## src/rtl/bus_stream_sink_if.sv

```systemverilog
// Valid/ready/data stream bus between a slice output and the stream sink.
interface bus_stream_sink_if #(
   parameter int unsigned WIDTH = 32
);
   logic             valid;
   logic             ready;
   logic [WIDTH-1:0] data;

   modport master (output valid, output data, input ready);
   modport slave  (input valid, input data, output ready);
endinterface

```

## src/rtl/bus_stream_sink.sv

```systemverilog
// Configurable stream consumer: drives ready with a backpressure pattern, checks data
// against an incrementing reference, counts beats/errors and flags protocol violations.
module bus_stream_sink #(
   parameter int unsigned WIDTH     = 32,
   parameter int unsigned CNT_W     = 32,
   parameter int unsigned ERR_W     = 16,
   parameter logic [15:0] LFSR_SEED = 16'hACE1,
   parameter int unsigned PERIOD    = 4,
   parameter bit          RESYNC    = 1'b0
) (
   input  logic             clk,
   input  logic             rst,
   input  logic             start_i,
   input  logic [1:0]       mode_i,
   input  logic [CNT_W-1:0] len_i,
   input  logic [WIDTH-1:0] init_i,
   bus_stream_sink_if.slave bus,
   output logic             busy_o,
   output logic             done_o,
   output logic [CNT_W-1:0] beat_cnt_o,
   output logic [ERR_W-1:0] err_cnt_o,
   output logic             err_flag_o,
   output logic [WIDTH-1:0] first_err_data_o,
   output logic [WIDTH-1:0] first_err_exp_o,
   output logic             proto_err_o
);

   localparam int unsigned PER_W = $clog2(PERIOD);
   localparam logic [PER_W-1:0] PerLast = PER_W'(PERIOD - 1);

   typedef enum logic [1:0] {StIdle, StRun, StDone} state_e;

   state_e           state_q, state_d;
   logic             ready_q, ready_d;
   logic [WIDTH-1:0] exp_q, exp_d;
   logic [CNT_W-1:0] beat_q, beat_d;
   logic [ERR_W-1:0] err_q, err_d;
   logic             flag_q, flag_d;
   logic [WIDTH-1:0] fed_q, fed_d;
   logic [WIDTH-1:0] fee_q, fee_d;
   logic             proto_q, proto_d;
   logic [15:0]      lfsr_q, lfsr_d;
   logic [PER_W-1:0] per_q, per_d;
   // Previous RUN cycle stalled (valid without ready) and the data it held.
   logic             stall_q, stall_d;
   logic [WIDTH-1:0] pdata_q, pdata_d;

   logic [15:0]      lfsr_nxt;
   logic             xfer;
   logic             term;
   logic             mism;

   // Next-state logic: FSM, backpressure generators, scoreboard and protocol monitor.
   always_comb begin
      state_d  = state_q;
      ready_d  = 1'b0;
      exp_d    = exp_q;
      beat_d   = beat_q;
      err_d    = err_q;
      flag_d   = flag_q;
      fed_d    = fed_q;
      fee_d    = fee_q;
      proto_d  = proto_q;
      lfsr_d   = lfsr_q;
      per_d    = per_q;
      stall_d  = 1'b0;
      pdata_d  = pdata_q;
      lfsr_nxt = {lfsr_q[14:0], lfsr_q[15] ^ lfsr_q[13] ^ lfsr_q[12] ^ lfsr_q[10]};
      xfer     = 1'b0;
      term     = 1'b0;
      mism     = 1'b0;

      case (state_q)
         StRun: begin
            lfsr_d  = lfsr_nxt;
            per_d   = (per_q == PerLast) ? '0 : per_q + PER_W'(1);
            stall_d = bus.valid & ~ready_q;
            pdata_d = bus.data;

            // A stalled beat must stay valid with unchanged data.
            if (stall_q && (!bus.valid || (bus.data != pdata_q))) begin
               proto_d = 1'b1;
            end

            xfer = bus.valid & ready_q;
            if (xfer) begin
               mism   = (bus.data != exp_q);
               beat_d = beat_q + CNT_W'(1);
               term   = (len_i != '0) && (beat_q == len_i - CNT_W'(1));
               if (mism) begin
                  if (err_q != {ERR_W{1'b1}}) begin
                     err_d = err_q + ERR_W'(1);
                  end
                  if (!flag_q) begin
                     fed_d = bus.data;
                     fee_d = exp_q;
                  end
                  flag_d = 1'b1;
               end
               exp_d = (RESYNC && mism) ? bus.data + WIDTH'(1) : exp_q + WIDTH'(1);
            end

            if (term) begin
               state_d = StDone;
            end else begin
               case (mode_i)
                  2'd0:    ready_d = 1'b1;
                  2'd1:    ready_d = 1'b0;
                  2'd2:    ready_d = lfsr_nxt[0];
                  default: ready_d = (per_q == PerLast);
               endcase
            end
         end

         StIdle, StDone: begin
            if (start_i) begin
               state_d = StRun;
               exp_d   = init_i;
               beat_d  = '0;
               err_d   = '0;
               flag_d  = 1'b0;
               fed_d   = '0;
               fee_d   = '0;
               proto_d = 1'b0;
               lfsr_d  = LFSR_SEED;
               per_d   = '0;
            end
         end

         default: state_d = StIdle;
      endcase
   end

   // State register with asynchronous active-high reset.
   always_ff @(posedge clk or posedge rst) begin
      if (rst) begin
         state_q <= StIdle;
         ready_q <= 1'b0;
         exp_q   <= '0;
         beat_q  <= '0;
         err_q   <= '0;
         flag_q  <= 1'b0;
         fed_q   <= '0;
         fee_q   <= '0;
         proto_q <= 1'b0;
         lfsr_q  <= LFSR_SEED;
         per_q   <= '0;
         stall_q <= 1'b0;
         pdata_q <= '0;
      end else begin
         state_q <= state_d;
         ready_q <= ready_d;
         exp_q   <= exp_d;
         beat_q  <= beat_d;
         err_q   <= err_d;
         flag_q  <= flag_d;
         fed_q   <= fed_d;
         fee_q   <= fee_d;
         proto_q <= proto_d;
         lfsr_q  <= lfsr_d;
         per_q   <= per_d;
         stall_q <= stall_d;
         pdata_q <= pdata_d;
      end
   end

   assign bus.ready        = ready_q;
   assign busy_o           = (state_q == StRun);
   assign done_o           = (state_q == StDone);
   assign beat_cnt_o       = beat_q;
   assign err_cnt_o        = err_q;
   assign err_flag_o       = flag_q;
   assign first_err_data_o = fed_q;
   assign first_err_exp_o  = fee_q;
   assign proto_err_o      = proto_q;

endmodule

```

## src/flat_wrapper.sv

```systemverilog
// flat-port wrapper written by rule: the top's interface ports become plain ports
module bus_stream_sink_flat 
#(
   parameter int unsigned WIDTH     = 32,
   parameter int unsigned CNT_W     = 32,
   parameter int unsigned ERR_W     = 16,
   parameter logic [15:0] LFSR_SEED = 16'hACE1,
   parameter int unsigned PERIOD    = 4,
   parameter bit          RESYNC    = 1'b0
)
  (clk, rst, start_i, mode_i, len_i, init_i, busy_o, done_o, beat_cnt_o, err_cnt_o, err_flag_o, first_err_data_o, first_err_exp_o, proto_err_o, bus_valid, bus_data, bus_ready);
  bus_stream_sink_if #(.WIDTH(WIDTH)) bus_i ();
  input  logic clk;
  input  logic rst;
  input  logic start_i;
  input  logic [1:0] mode_i;
  input  logic [CNT_W-1:0] len_i;
  input  logic [WIDTH-1:0] init_i;
  output logic busy_o;
  output logic done_o;
  output logic [CNT_W-1:0] beat_cnt_o;
  output logic [ERR_W-1:0] err_cnt_o;
  output logic err_flag_o;
  output logic [WIDTH-1:0] first_err_data_o;
  output logic [WIDTH-1:0] first_err_exp_o;
  output logic proto_err_o;
  input wire logic [$bits(bus_i.valid)-1:0] bus_valid;
  input wire logic [$bits(bus_i.data)-1:0] bus_data;
  output wire logic [$bits(bus_i.ready)-1:0] bus_ready;
  assign bus_i.valid = bus_valid;
  assign bus_i.data = bus_data;
  assign bus_ready = bus_i.ready;
  bus_stream_sink #(.WIDTH(WIDTH), .CNT_W(CNT_W), .ERR_W(ERR_W), .LFSR_SEED(LFSR_SEED), .PERIOD(PERIOD), .RESYNC(RESYNC)) u_core (.clk(clk), .rst(rst), .start_i(start_i), .mode_i(mode_i), .len_i(len_i), .init_i(init_i), .bus(bus_i), .busy_o(busy_o), .done_o(done_o), .beat_cnt_o(beat_cnt_o), .err_cnt_o(err_cnt_o), .err_flag_o(err_flag_o), .first_err_data_o(first_err_data_o), .first_err_exp_o(first_err_exp_o), .proto_err_o(proto_err_o));
endmodule
```

## config.mk

```make
export PLATFORM = sky130hd
export DESIGN_NAME = bus_stream_sink_flat
export DESIGN_NICKNAME = d
export VERILOG_FILES = /design/src/rtl/bus_stream_sink_if.sv /design/src/rtl/bus_stream_sink.sv /design/src/flat_wrapper.sv
export SDC_FILE = /design/constraint.sdc
export NUM_CORES = 1
export LEC_CHECK = 0
export CORE_UTILIZATION = 45
export CTS_CLUSTER_SIZE = 25
export DETAILED_ROUTE_END_ITERATION = 8
export PLACE_DENSITY_LB_ADDON = 0.2
export RECOVER_POWER = 100
export SYNTH_ARGS = -nofsm -noshare
export SYNTH_HDL_FRONTEND = slang
export SYNTH_SLANG_ARGS = --single-unit
export TNS_END_PERCENT = 50
```

## constraint.sdc

```tcl
create_clock -name clk -period 9.1 [get_ports clk]
set_input_delay 0.91 -clock clk [delete_from_list [all_inputs] [get_ports clk]]
set_output_delay 0.91 -clock clk [all_outputs]
set_load 0.01 [all_outputs]
```

==> results of run 1 <==
==> power by group through the flow <==
stage / combinational (W) / sequential [W] / clock (W)
6_report: 0.00100 / 0.00146 / 0.000795
5_1_grt: 0.00112 / 0.00149 / 0.000841
4_1_cts: 0.00106 / 0.00145 / 0.000806
3_5_place_dp: 0.00106 / 0.00146 / 0
3_3_place_gp: 0.00103 / 0.00146 / 0
2_1_floorplan: 0.000557 / 0.00141 / 0
==> how the worst min path moves through the flow <==
stage | to | slack [ps] | cells past startpoint
after floorplan | u_core.per_q[0] | 460 | 1
after global placement | u_core.first_err_exp_o[21] | 460 | 2
after detailed placement | u_core.first_err_exp_o[19] | 470 | 2
after CTS | u_core.first_err_exp_o[19] | 480 | 2
after global routing | u_core.first_err_data_o[7] | 500 | 2
final | u_core.first_err_exp_o[12] | 480 | 2
==> worst reg2reg max path: cells and delay by family, from the launching register on <==
family / cells / cell delay (ps)
flops: 1 / 600
buf+inv: 2 / 2730
compound gates: 2 / 760
simple gates: 4 / 1950
==> layout by cell type, fill, tap and decap left out, types with 13 or more instances in the layout <==
cell / instances
nor4_1: 13
clkdlybuf4s50_1: 101
xnor2_1: 92
dfrtp_1: 191
clkbuf_16: 17
or3_1: 14
o31ai_1: 18
nor2_1: 74
o21ai_0: 115
a21oi_1: 45
a31oi_1: 17
nand4_1: 49
nand3_1: 53
inv_1: 22
and3_1: 21
nor3_1: 22
nand2_1: 277
xor2_1: 42
dlygate4sd3_1: 117
==> final cells by class <==
class | instances | area (um2) | share of cell area
Timing Repair Buffer | 226 | 2230 | 0.159
Multi-Input combinational cell | 981 | 5670 | 0.404
Inverter | 24 | 91.3 | 0.00651
Clock buffer | 18 | 429 | 0.0306
Clock inverter | 14 | 184 | 0.0131
Tap cell | 319 | 399 | 0.0285
Sequential cell | 200 | 5020 | 0.358
Antenna cell | 1 | 2.50 | 0.000178
==> state kept, by name, indices dropped and copies added, names as in the netlist <==
| signal | flops |
|---|---|
| u_core.lfsr_q | 16 |
| u_core.proto_err_o | 1 |
| u_core.beat_cnt_o | 32 |
| u_core.per_q | 2 |
| u_core.first_err_data_o | 32 |
| u_core.exp_q | 32 |
| u_core.err_cnt_o | 16 |
| u_core.stall_q | 1 |
| u_core.first_err_exp_o | 32 |
| u_core.err_flag_o | 1 |
| u_core.pdata_q | 32 |
| u_core.state_q | 2 |
| u_core.bus.ready | 1 |
==> through the flow <==
step	instances	hold WS (ps)	setup slack, ps	utilization
CTS	1782	484	4520	0.591
global route	1782	500	2170	0.590
finish	1783	477	2650	0.591
global placement	1750	462	4820	0.565
floorplan	1283	462	2750	-
detailed placement	1750	468	4670	0.565
==> cell families after synthesis <==
logic type | Yosys count | share of synthesized area
AND/OR/NAND/NOR | 580 | 0.252
AO/OA/AOI/OAI | 249 | 0.135
flip-flops | 200 | 0.454
XOR/XNOR | 134 | 0.106
buffers and inverters | 102 | 0.0348
multiplexers | 12 | 0.0115
adder cells (fa/ha/maj) | 6 | 0.00679
==> metal layers <==
| metal | vias to the layer above | routed length, um | track usage |
|---|---|---|---|
| met5 | - | 0 | 0 |
| met4 | 0 | 458 | 0.0675 |
| met3 | 33 | 1980 | 0.0431 |
| met2 | 334 | 14800 | 0.396 |
| met1 | 4780 | 15000 | 0.378 |
| li1 | 4799 | - | - |
==> reports/summary.txt, run 1 <==
GPL Wtd Cong = 0.895
Vias per Instance = 5.58
Hold path startpoint = u_core.first_err_exp_o[12]
Syn_nets = 1391
Final Hold Vio Count = 0
Buffer and inverter count on the worst path = 5
Area Overhead vs Synth = 26.9%
Sink Count = 200
Commonest cells post-synth = nand2_1 (278), dfrtp_1 (192), o21ai_0 (115)
Crit path kind = register to output pin
Ports = 219
Reg-to-reg endpoint = u_core.err_cnt_o[13]
Area contributors post-synth = dfrtp_1 (43%), nand2_1 (9.4%), xnor2_1 (7.3%)
Post-DP HPWL = 23000 um
Post-CTS setup buffer count = 0
Post-Synthesis Cells = 1283
Initial Utilization = 0.465
Switching Fraction = 0.363
Vias in the first global route = 9430
Root Buffer = clkbuf_16
Final TNS setup = 0 ps
CP Launch Point = u_core.state_q[0]
Post-CTS Resized = 0
Post-Syn Area = 11100 um2
Final ANT Viol Nets = 0
Top cell type's share of synthesized area = 0.435
Setup violators final = 0
CTS Buffer Depth = 2
Rel. slew slack = -2.48
Worst hold path type = register to register
FF-to-FF path depth = 8
Yosys top cell by area = dfrtp_1
Post-route DRC = 0
Fin crit share = 0.709
Clock Power Share = 0.244
Switching power total = 0.00118 W
Port Buffer Count = 218
Via count = 9946
VDD IR max = 0.120 mV
Async SR Flop Fraction = 1.00
Worst path arrival time = 5540 ps
Sequential share of the synthesized area = 0.454
Reg2reg start = u_core.state_q[0]
TritonCTS buffer count = 17
Fin. max-slew vios = 199
Critical Path RT = 8190 ps
Outcome = complete, but fails checks
Total GRT Usage = 0.259
Unique masters post-synth = 66
Int Pwr = 0.00207 W
CP top delay family = buffers and inverters
Rows = 56
Clock Skews = 13.1 ps
Max incr delay on CP = 2470 ps
Primary FF master, synth = dfrtp_1
Seq pwr share = 0.448
Post-DP Area = 13400 um2
Routed wire length = 32200 um
Pin count of the biggest net entering global routing = 116
DRT Pass-1 Iters = 5
Fin nets = 1558
R2r setup slk = 3000 ps
Gate power share = 0.308
Count leader, synth = nand2_1
Fmax = 155 MHz
Die area = 25200 um2
Worst-Skew Late Latency = 440 ps
Cts-stage hold buffer count = 0
Drt initial violations = 790
Worst-Margin Slew = 5190 ps
Failing checks = max-capacitance violations, max-slew violations
Initial antenna violation count = 1
Worst path depth = 6
CTS tree = built
Fin area = 14000 um2
RSZ-0062 raised after global routing = false
Crit end category = output pin
WL/cell = 18.1 um
Startpoint type of the worst setup path = register
Crit-path cells = clkbuf_1 -> nand2b_1 -> buf_4 -> inv_2 -> buf_4 -> clkdlybuf4s50_1
# Max-Cap Violations = 2
Critical path fanouts, max = 82
Critical Path End = busy_o
EDFF count, synth = 0
DIE WIDTH = 159 um
CP max-delay cell = clkbuf_1
Cell mode on critical path = buf_4
Die Y = 159 um
Layout cells sized above 1 = 0.0506
Tmin final = 6450 ps
Pwr Total = 0.00326 W
Synth Register Bits = 200
H-tree depth = 4
Syn. warnings = 0
Pwr dens = 232 nW/um2
Fill cell count = 2075
Clock slew at reported path FFs = 70 ps
Leakage = 6.13 nW
Synth Area per Inst = 8.61 um2
Global route overflow = 0
First-pass GRT wire length = 51900 um
Core Area = 23800 um2
No activity file was read; power rests on OpenSTA's default activity.
==> run 2, diff against run 1 <==
- clock period: 9.1 -> 5.35 ns (I/O delays scaled with it)
==> run 2 against run 1 <==
Compared with the run above:
- the flow still finishes with violations (max-capacitance violations, max-slew violations)
- largest cell class unchanged
- wire length rose by 0.54%
- worst hold slack got worse by 2.4 ps
- sequential power rose by 68%
- register-to-register slack got worse by 1900 ps
- power rose by 72%
==> reports/summary.txt, run 2 (synthesized netlist as in run 1, its figures left out) <==
Outcome = complete, but fails checks
Failing checks = max-capacitance violations, max-slew violations
Post-CTS setup buffer count = 0
WL/cell = 18.2 um
Final Hold Vio Count = 0
Tmin final = 4330 ps
Fin crit share = 0.810
RSZ-0062 raised after global routing = false
Worst-Margin Slew = 2240 ps
Post-CTS Resized = 0
Post-route DRC = 0
Initial antenna violation count = 1
Post-DP HPWL = 23300 um
Worst-Skew Late Latency = 430 ps
Worst hold path type = register to register
Die area = 25200 um2
Drt initial violations = 841
Port Buffer Count = 218
Buffer and inverter count on the worst path = 3
Crit-path cells = nand2b_1 -> inv_2 -> clkbuf_1 -> dlygate4sd3_1
CTS tree = built
Vias per Instance = 5.56
Initial Utilization = 0.465
Worst path arrival time = 3800 ps
Via count = 9907
Clock Skews = 12.8 ps
# placed instances = 1750
CP max-delay cell = clkbuf_1
Crit end category = output pin
VDD IR max = 0.229 mV
Pwr dens = 398 nW/um2
Fmax = 231 MHz
Critical path fanouts, max = 59
Leakage = 6.13 nW
Rows = 56
Setup violators final = 0
Final TNS setup = 0 ps
GPL Wtd Cong = 0.870
Die Y = 159 um
H-tree depth = 4
Startpoint type of the worst setup path = register
Most common library cell in the layout ignoring fill and taps = nand2_1
Rel. slew slack = -0.496
Final ANT Viol Nets = 0
Vias in the first global route = 9358
Ports = 219
Total GRT Usage = 0.259
Pwr Total = 0.00559 W
Max incr delay on CP = 1260 ps
CP top delay family = buffers and inverters
Root Buffer = clkbuf_16
Routed wire length = 32400 um
TritonCTS buffer count = 17
Finished Layout Cells = 1781
Crit path kind = register to output pin
Commonest cells after routing, fill and taps aside = nand2_1 (277), dfrtp_1 (191), dlygate4sd3_1 (119)
Clock slew at reported path FFs = 70 ps
First-pass GRT wire length = 51800 um
Sink Count = 200
CTS Buffer Depth = 2
Global route overflow = 0
Cts-stage hold buffer count = 0
Fin nets = 1558
Area Overhead vs Synth = 27.2%
DRT Pass-1 Iters = 6
Layout cells sized above 1 = 0.0492
DIE WIDTH = 159 um
Post-layout util = 0.592
Core Area = 23800 um2
Pin count of the biggest net entering global routing = 166
Fin. max-slew vios = 241
Ant. Diodes = 0
# Max-Cap Violations = 3
Critical Path RT = 4820 ps
==> run 2: per-layer routing <==
layer	GRT usage	vias up	wire length (um)
li1	-	4805	-
met1	0.371	4741	15100
met2	0.396	326	14600
met3	0.0520	35	2180
met4	0.0737	0	600
met5	0	-	0
==> run 2: final cells by class <==
type / instances / area [um2]
timing repair buffer: 226 / 2230
tap: 319 / 399
fill: 2114 / 9700
inverter: 24 / 91.3
multi-input combinational: 981 / 5660
clock buffer: 18 / 439
clock inverter: 13 / 210
sequential: 200 / 5020
==> run 2: worst min-delay path, cell delays in order, from the launching register on <==
cell and delay, ps:
dfrtp_1 340, nand2_1 40, o21ai_0 60
==> run 2: stage by stage <==
step                instance area, um2  hold WS (ps)  worst slack [ps]
detailed placement               13400           469              1540
global placement                 13400           463              1670
CTS                              14100           485              1660
floorplan                        11100           462              2230
global route                     14100           502               702
finish                           14100           475              1020
==> run 2: where the power goes <==
| part | total, W | internal, W | leakage (nW) | switching (W) |
|---|---|---|---|---|
| Clock | 0.00142 | 0.000811 | 0.315 | 0.000611 |
| Sequential | 0.00246 | 0.00197 | 2.52 | 0.000489 |
| Combinational | 0.00170 | 0.000830 | 3.30 | 0.000871 |
==> run 2: final timing paths <==
check	from	slack (ps)	endpoint	cells after the start
max reg2reg	u_core.state_q[0]	1150	u_core.err_cnt_o[7]	7
min	u_core.first_err_exp_o[16]	470	u_core.first_err_exp_o[16]	2
max	u_core.state_q[0]	1020	busy_o	4
max in group asynchronous	rst	1400	u_core.exp_q[19]	3
min reg2reg	u_core.first_err_exp_o[16]	470	u_core.first_err_exp_o[16]	2
min in group asynchronous	rst	970	u_core.beat_cnt_o[6]	2
